File: src/rtl/serial_sub_ctrl.sv
// serial_sub_ctrl: bit-serial a - b - bin, LSB first through a 1-bit full-subtractor slice
module serial_sub_ctrl #(
  parameter int WIDTH = 8
) (
  input  logic             clk,
  input  logic             rst_n,
  input  logic             start,
  input  logic [WIDTH-1:0] a,
  input  logic [WIDTH-1:0] b,
  input  logic             bin,
  output logic             busy,
  output logic             done,
  output logic [WIDTH-1:0] diff,
  output logic             bor
);
  localparam int CW = $clog2(WIDTH);
  localparam logic [CW-1:0] LAST = CW'(WIDTH - 1);
  typedef enum logic [1:0] {IDLE, SHIFT, DONE} state_t;
  state_t state, state_nx;
  logic [WIDTH-1:0] ra, rb, r;
  logic [CW-1:0] cnt;
  logic brw, d, bnext;
  assign d = ra[0] ^ rb[0] ^ brw;
  assign bnext = (~ra[0] & rb[0]) | (~(ra[0] ^ rb[0]) & brw);
  always_comb begin
    state_nx = IDLE;
    busy = 1'b0;
    done = 1'b0;
    state_nx = state == IDLE  ? (start ? SHIFT : IDLE) :
               state == SHIFT ? (cnt == LAST ? DONE : SHIFT) : IDLE;
    busy = state == SHIFT || state == DONE;
    done = state == DONE;
  end
  always_ff @(posedge clk)
    if (!rst_n) state <= IDLE;
    else state <= state_nx;
  always_ff @(posedge clk)
    if (!rst_n) begin
      ra <= '0;
      rb <= '0;
      r <= '0;
      brw <= 1'b0;
      cnt <= '0;
      diff <= '0;
      bor <= 1'b0;
    end else if (state == IDLE && start) begin
      ra <= a;
      rb <= b;
      brw <= bin;
      r <= '0;
      cnt <= '0;
    end else if (state == SHIFT) begin
      ra <= ra >> 1;
      rb <= rb >> 1;
      r <= {d, r[WIDTH-1:1]};
      brw <= bnext;
      cnt <= cnt + 1'b1;
      if (cnt == LAST) begin
        diff <= {d, r[WIDTH-1:1]};
        bor <= bnext;
      end
    end
endmodule

File: config.mk
export PLATFORM = sky130hd
export DESIGN_NAME = serial_sub_ctrl
export DESIGN_NICKNAME = d
export VERILOG_FILES = /design/src/rtl/serial_sub_ctrl.sv
export SDC_FILE = /design/constraint.sdc
export NUM_CORES = 1
export LEC_CHECK = 0
export ABC_CLOCK_PERIOD_IN_PS = 4019
export BUFFER_PORTS_ARGS = -buffer_cell sky130_fd_sc_hd__buf_2
export CAP_MARGIN = 30
export CORE_MARGIN = 2
export CORE_UTILIZATION = 45
export DETAILED_ROUTE_END_ITERATION = 8
export GPL_ROUTABILITY_DRIVEN = 0
export HOLD_SLACK_MARGIN = 0.1
export PLACE_DENSITY = 0.66
export SYNTH_ARGS = -nofsm -noshare
export SYNTH_HDL_FRONTEND = slang
export SYNTH_SLANG_ARGS = --single-unit
export TNS_END_PERCENT = 5
File: constraint.sdc
create_clock -name clk -period 4.02 [get_ports clk]
set_input_delay 0.804 -clock clk [delete_from_list [all_inputs] [get_ports clk]]
set_output_delay 0.804 -clock clk [all_outputs]
set_load 0.1 [all_outputs]
# == Word-level counts from Yosys, hierarchy flattened ==
# Cells that the tools add are included.
# word_totals
out_inout_bits,11
reg_bits,39
elab_cells,37
in_bits,20
# op_classes
bitwise_logic,9
n_mux,10
reduce_logical,6
eq_ne,3
n_addsub,1
# ops
cell,n
$mux W8,4
$mux W2,3
$not A1 Y1,4
$add A3 B1 Y3 const B,1
$eq A3 B3 Y1 const B,1
$mux W1,3
$reduce_and A3 Y1,1
$and A1 B1 Y1,2
$eq A2 B1 Y1 const B,1
$eq A2 B2 Y1 const B,1
$logic_not A2 Y1,1
$reduce_bool A2 Y1,1
$reduce_or A2 Y1,1
$xor A1 B1 Y1,2
$logic_and A1 B1 Y1,1
$logic_or A1 B1 Y1,1
$or A1 B1 Y1,1

# == Logic depth before layout (Yosys ltp) ==
# Gate-level depths: netlist of the first run.
# logic_depth
depth_word,6
depth_mapped,7
depth_no_buf,5

# == Worst setup path before layout of the first run ==
# No wires, ideal clock.
# synth_timing
path_kind,register -> output
startpoint,register state[0]
endpoint,output port busy
n_path_buf,0
path_slack_ns,1.987
t_required_ns,3.216
stages_incl_launch_ff,3
t_arrival_ns,1.229
cell_sequence,dfxtp_1 -> inv_1 -> ha_1
# synth_via
elab_chain_cells,2
elab_cells_between_ends,3
classes_between,2 x eq/ne; 1 x reduce/logical
# synth_lines
element,line,rtl
"start, declared",19,"state_t state, state_nx;"
"start signal, assigned",36,else state <= state_nx;
$eq A2 B1 Y1 / $eq A2 B2 Y1 (equally long branches),31,busy = state == SHIFT || state == DONE;
$logic_or A1 B1 Y1 *,31,
"end, declared",11,"output logic busy,"
# Every way passes the cells marked *; elsewhere a longest branch is shown, timed or not.

# == Worst setup path in the final report of the first run ==
# Ends and elaborated chain as after synthesis.

==> impl_metrics.csv, run 1 <==
group,metric,value,unit
pwr,leakagePower,0.733,nW
grt,grt_pass1_vias,1068,
clocking,clock_latency,0.35,ns
final_layout,drive_gt1_share,20.2,%
logic_synthesis,synth_top_family_by_area,"compound AO/OA/AOI/OAI gates",
detailed_routing,vias,1167,
logic_synthesis,seq_area_frac_synth,47.1,%
logic_synthesis,syn_area,1620,µm²
clocking,htreeDepth,2,
placed_design,port-buffer-count,30,
sta,slew_headroom,38.7,%
floorplanning,io_pins,31,
grt,antenna_found_initial,0,
pwr,peakVddDrop,216,µV
sta,tightest_slew,0.919,ns
floorplanning,num_rows,21,
pwr,power_frac_comb,10.9,%
grt,overflow,0,
sta,worst_clock_skew,0.00832,ns
logic_synthesis,syn_area_per_cell,9.73,µm²
placed_design,placed_cells,231,
pwr,p_per_area,383,nW/µm²
detailed_routing,first_pass_iters,4,
pwr,power.switching,178,µW
logic_synthesis,synth_fp_nets,193,
clocking,postCtsSetupBuffers,0,
detailed_routing,drt_iter0_drc,17,
detailed_routing,postRouteAntennaNets,0,
logic_synthesis,synth_top_area_share,47.1,%
placed_design,place_ws,2.04,ns
sta,hold_viol,0,
final_layout,diodes,0,
final_layout,stdcell_count,239,
final_layout,final_cell_mix,"38 x dfxtp_1, 30 x buf_2, 23 x mux2i_1",
logic_synthesis,synth.area.top_cells,"dfxtp_1 47%, mux2i_1 14%, nand2_1 5.1%",
setup_path,path_cells,"inv_1, ha_1, buf_2",
grt,grt_max_degree,34,
floorplanning,die_area,4080,µm²
clocking,root_buffer,"clkbuf_4",
pwr,swShare,25.8,%
pwr,pwr-share-clk,30.7,%
logic_synthesis,yosys.area_share.simple,10.5,%
logic_synthesis,synth_compound_area_share,15.1,%
sta,post-route-min-period,2.28,ns
grt,grt_pass1_wl,4.43,mm
sta,setup_slack,1.74,ns
final_layout,final_common_cell,"dfxtp_1",
detailed_routing,remaining_drc_errors,0,
run_status,status,"completed",
floorplanning,start_util,47.7,%
final_layout,nFillCells,324,
worst_hold_path,hp-class,"reg2reg",
logic_synthesis,synthAdderAreaFrac,5.89,%
clocking,cts.reportedPaths.clkPinSlew,0.11,ns
setup_path,cp.required,3.22,ns
pwr,cell_internal_pwr,510,µW
sta,fmax,439,MHz
sta,grt_setup_unrepaired,"false",
detailed_routing,wl_per_cell,10.9,µm
final_layout,final_nets,219,
clocking,cts_repair_resize_count,0,
placed_design,dp_hpwl,1.80,mm
logic_synthesis,synth_xor_area_share,0.542,%
floorplanning,dieHeight,63.9,µm
logic_synthesis,synth_cell_types,25,
grt,grt_usage,13.8,%
detailed_routing,viasPerCell,4.88,
sta,setup_viol,0,
setup_path,endpoint_kind,"primary output",
flow_run,max_cap_viol_count,0,
pwr,power.total,688,µW
sta,finalCritPeriodShare,56.6,%
logic_synthesis,synth.area.mux_share,14.3,%
clocking,clock_path_buffers,2,
logic_synthesis,synth-seq-cells,38,
final_layout,areaGrowthSynthToFinish,11.1,%
setup_path,startpoint_type,"register",
floorplanning,core,3390,µm²
logic_synthesis,yosys_warnings,0,
logic_synthesis,syn-instance-count,166,
sta,setup_tns,0,ns
clocking,clock-sinks,38,
setup_path,arrival,1.47,ns
floorplanning,die_x,63.9,µm
clocking,holdBufCountCts,0,
setup_path,worstSetupPathType,"reg2out",
logic_synthesis,synth_top_area_cell,"dfxtp_1",
clocking,cts_tree,"done",
clocking,cts_made_buffers,5,
setup_path,crit_path_max_fanout,3,
setup_path,cp_slowest_stage_delay,0.41,ns
pwr,pwr-share-seq,58.4,%
detailed_routing,routed_wl,2.62,mm
setup_path,cp_slowest_cell,"buf_2",
sta,final_max_slew_viol_count,0,
[routing by layer]
metal	vias up	global-route usage (%)	part of all wire [%]	routed length, µm
li1	619	-	-	-
met1	515	15.0	45	1170
met5	-	0	0	0
met4	0	4.89	1.3	35
met2	29	24.3	48	1270
met3	4	5.46	5.4	142
[cells by family after synthesis]
group	count (synthesis)
DFF	38
adders and majority gates	7
AOI/OAI and AO/OA	42
muxes	23
buffers and inverters	15
xor gates and xnor gates	1
and+or+nand+nor	40
[final timing paths]
| path | start | end | slack, ns | cells after the start |
|---|---|---|---|---|
| setup / recovery | state[0] | busy | 1.74 | 3 |
| setup reg to reg | state[0] | brw | 2.24 | 5 |
| hold reg to reg | diff[0] | diff[0] | 0.45 | 2 |
| hold / removal | diff[0] | diff[0] | 0.45 | 2 |
[power by group through the flow]
stage / logic, mW / clock network [mW] / registers [mW]
2_1_floorplan: 0.0673 / 0 / 0.408
3_3_place_gp: 0.0735 / 0 / 0.409
3_5_place_dp: 0.0758 / 0 / 0.410
4_1_cts: 0.0759 / 0.222 / 0.402
5_1_grt: 0.0853 / 0.237 / 0.404
6_report: 0.0750 / 0.211 / 0.402
[critical path, delay by kind of cell (launching register included)]
| family | cells | cell delay [ns] |
|---|---|---|
| buf+inv | 2 | 0.48 |
| flops | 1 | 0.38 |
| fa+ha+maj | 1 | 0.27 |
[registers in the layout, indices dropped and copies added (netlist names)]
| register | flops |
|---|---|
| bor | 1 |
| brw | 1 |
| cnt | 3 |
| diff | 8 |
| r | 7 |
| ra | 8 |
| rb | 8 |
| state | 2 |
[synth_stat cells]
| master | n |
|---|---|
| a21boi_0 | 3 |
| a21boi_1 | 8 |
| a21oi_1 | 14 |
| and2_1 | 1 |
| buf_12 | 1 |
| buf_2 | 4 |
| buf_4 | 2 |
| buf_6 | 3 |
| clkbuf_1 | 1 |
| dfxtp_1 | 38 |
| fa_1 | 1 |
| ha_1 | 6 |
| inv_1 | 4 |
| mux2i_1 | 23 |
| nand2_1 | 22 |
| nand2_2 | 1 |
| nand3_1 | 2 |
| nand3b_1 | 2 |
| nor2_1 | 11 |
| nor3b_1 | 1 |
| o211a_1 | 1 |
| o21ai_0 | 13 |
| o21ai_1 | 2 |
| o22ai_1 | 1 |
| xnor2_1 | 1 |
[area by class of cell]
type                            count  area (µm²)  share of cell area, %
Clock buffer                        6        51.3                   2.86
Clock inverter                      2        12.5                  0.697
Inverter                            4        15.0                  0.837
Multi-Input combinational cell    113         747                   41.6
Sequential cell                    38         761                   42.4
Tap cell                           46        57.6                   3.21
Timing Repair Buffer               30         150                   8.37
[metrics by stage]
stage / utilization (%) / cell area (µm²) / hold slack, ns
floorplan: - / 1620 / 0.430
global placement: 51.1 / 1730 / 0.439
detailed placement: 51.1 / 1730 / 0.442
CTS: 52.9 / 1790 / 0.460
global route: 52.9 / 1790 / 0.483
finish: 52.9 / 1790 / 0.455
(Power assumes the default switching activity.)
==> run 2, diff against run 1 <==
- ABC_AREA: unset -> 1
- ABC_CLOCK_PERIOD_IN_PS: 4019 -> 2000
- PLACE_DENSITY: 0.66 -> 0.68
- clock period: 4.02 -> 2 ns (I/O delays scaled with it)
==> run 2 against run 1 <==
First-iteration DRC count grew to 5.6 times the previous value. Critical path depth is the same. Total power grew 130%.
==> impl_metrics.csv, run 2 <==
group,metric,value,unit
run_status,status,"completed",
logic_synthesis,syn_area,1830,µm²
clocking,clock-sinks,38,
sta,slew_headroom,62.6,%
sta,finalCritPeriodShare,90.6,%
grt,grt_pass1_wl,6.02,mm
logic_synthesis,synth.area.top_cells,"dfxtp_1 42%, nand2_1 16%, nand3_1 8.8%",
pwr,power.total,1.55,mW
sta,tightest_slew,0.561,ns
clocking,cts_repair_resize_count,0,
worst_hold_path,hold_depth,3,
logic_synthesis,synth_top_area_share,41.6,%
clocking,clock_path_buffers,2,
sta,post-route-min-period,1.81,ns
sta,grt_setup_unrepaired,"false",
logic_synthesis,syn_area_per_cell,7.50,µm²
logic_synthesis,synth_cell_types,22,
grt,grt_usage,17.5,%
pwr,cell_internal_pwr,1.14,mW
worst_hold_path,hold_start,"b[7]",
pwr,pwr-share-clk,34.5,%
setup_path,endpoint_kind,"primary output",
final_layout,drive_gt1_share,21.0,%
clocking,postCtsSetupBuffers,0,
final_layout,largestRegisters,"diff: 8 flops, ra: 8 flops, rb: 8 flops",
setup_path,ff2ff_setup_slack,0.57,ns
floorplanning,io_pins,31,
pwr,power_frac_comb,13.6,%
placed_design,place_ws,0.486,ns
grt,grt_max_degree,36,
detailed_routing,wl_per_cell,10.8,µm
clocking,cts_tree,"done",
sta,setup_tns,0,ns
floorplanning,num_rows,23,
clocking,cts_made_buffers,5,
setup_path,worstSetupPathType,"reg2out",
floorplanning,die_x,67.8,µm
floorplanning,core,3940,µm²
clocking,root_buffer,"clkbuf_8",
floorplanning,die_area,4590,µm²
setup_path,r2r_end,"rb[6]",
logic_synthesis,yosys_warnings,0,
setup_path,crit_path_max_fanout,3,
setup_path,crit_start,"state[0]",
pwr,p_per_area,758,nW/µm²
floorplanning,dieHeight,67.8,µm
final_layout,final_common_cell,"nand2_1",
logic_synthesis,syn-instance-count,244,
logic_synthesis,synth_edf_count,0,
logic_synthesis,yosysMostFrequentCell,"nand2_1",
flow_run,max_cap_viol_count,0,
setup_path,cp.required,1.60,ns
detailed_routing,drt_iter0_drc,95,
logic_synthesis,synth_common_cells,"80 x nand2_1, 38 x dfxtp_1, 32 x nand3_1",
grt,grt_pass1_vias,1357,
sta,setup_viol,0,
detailed_routing,viasPerCell,4.80,
clocking,cts.reportedPaths.clkPinSlew,0.07,ns
final_layout,final_nets,298,
clocking,clock_latency,0.29,ns
sta,worst_clock_skew,0.00329,ns
worst_hold_path,hold_end,"rb[7]",
detailed_routing,remaining_drc_errors,0,
setup_path,r2r_start,"state[1]",
sta,setup_slack,0.189,ns
detailed_routing,vias,1546,
grt,antenna_found_initial,0,
setup_path,worst_r2r_path_depth,6,
setup_path,startpoint_type,"register",
pwr,pwr-share-seq,51.9,%
pwr,swShare,26.4,%
sta,fmax,552,MHz
setup_path,arrival,1.41,ns
logic_synthesis,synth-seq-cells,38,
grt,overflow,0,
final_layout,final_cell_mix,"80 x nand2_1, 38 x dfxtp_1, 32 x nand3_1",
clocking,holdBufCountCts,0,
sta,final_max_slew_viol_count,0,
placed_design,dp_hpwl,2.23,mm
final_layout,diodes,0,
final_layout,areaGrowthSynthToFinish,11.8,%
detailed_routing,routed_wl,3.46,mm
clocking,htreeDepth,2,
pwr,power.switching,409,µW
sta,fin_hold_ws,0.365,ns
worst_hold_path,hp-class,"in2reg",
logic_synthesis,synth_fp_nets,271,
detailed_routing,first_pass_iters,4,
pwr,leakagePower,0.931,nW
logic_synthesis,ys.flop_type,"dfxtp_1",
floorplanning,start_util,46.4,%
detailed_routing,postRouteAntennaNets,0,
placed_design,port-buffer-count,30,
logic_synthesis,async_reset_ff_share,0,%
logic_synthesis,seq_area_frac_synth,41.6,%
sta,hold_viol,0,
logic_synthesis,synth_top_area_cell,"dfxtp_1",
pwr,peakVddDrop,344,µV
run 2: cell count changes in the layout (fill, tap and decap cells not counted), moves of 11 or more:
cell and change:
nand2_1 +58, nand3_1 +30, mux2i_1 -23, inv_1 +18, a21oi_2 +11, o21ai_0 -11
run 2: power by group through the flow:
stage,combinational (mW),clock (mW),sequential [mW]
6_report,0.211,0.534,0.805
5_1_grt,0.240,0.577,0.809
4_1_cts,0.213,0.551,0.805
3_5_place_dp,0.212,0,0.822
3_3_place_gp,0.209,0,0.821
2_1_floorplan,0.180,0,0.819
run 2: how the worst max path moves through the flow:
stage	endpoint	slack, ns
CTS	busy	0.17
global placement	busy	0.53
finish	busy	0.19
floorplan	busy	0.37
global route	busy	0.13
detailed placement	busy	0.49
run 2: critical path: stages, from the launching register on:
cell and delay, ns:
dfxtp_1 0.36, inv_1 0.08, ha_1 0.27, buf_2 0.41
run 2: per-stage QoR:
step | utilization (%) | instances | cell area [µm²]
after CTS | 51.9 | 322 | 2040
after global placement | 49.5 | 314 | 1950
after floorplan | - | 244 | 1830
final | 51.9 | 322 | 2040
after detailed placement | 49.5 | 314 | 1950
after global routing | 51.9 | 322 | 2040
run 2: per-layer routing:
| layer | vias to the layer above | track usage, % | wire [µm] |
|---|---|---|---|
| met3 | 7 | 5.67 | 152 |
| li1 | 825 | - | - |
| met5 | - | 0 | 0 |
| met2 | 28 | 27.6 | 1510 |
| met4 | 0 | 6.89 | 60 |
| met1 | 686 | 22.1 | 1740 |
run 2: cell type report:
type | count | area (µm²)
clock buffers | 7 | 86.3
clock inverters | 1 | 5.00
fillers | 398 | 1900
inverters | 26 | 98.8
multi-input cells | 166 | 851
flip-flops and latches | 38 | 761
well taps | 50 | 62.6
repair buffers | 34 | 180
run 2: logic make-up (layout without fill, tap and decap cells):
| group | after synthesis | in the layout | share of synthesized area (%) |
|---|---|---|---|
| buffers and inverters | 40 | 68 | 11.9 |
| xor gates and xnor gates | 1 | 1 | 0.479 |
| DFF | 38 | 38 | 41.6 |
| AOI/OAI and AO/OA | 36 | 36 | 12.1 |
| adders and majority gates | 7 | 7 | 5.20 |
| and+or+nand+nor | 122 | 122 | 28.7 |
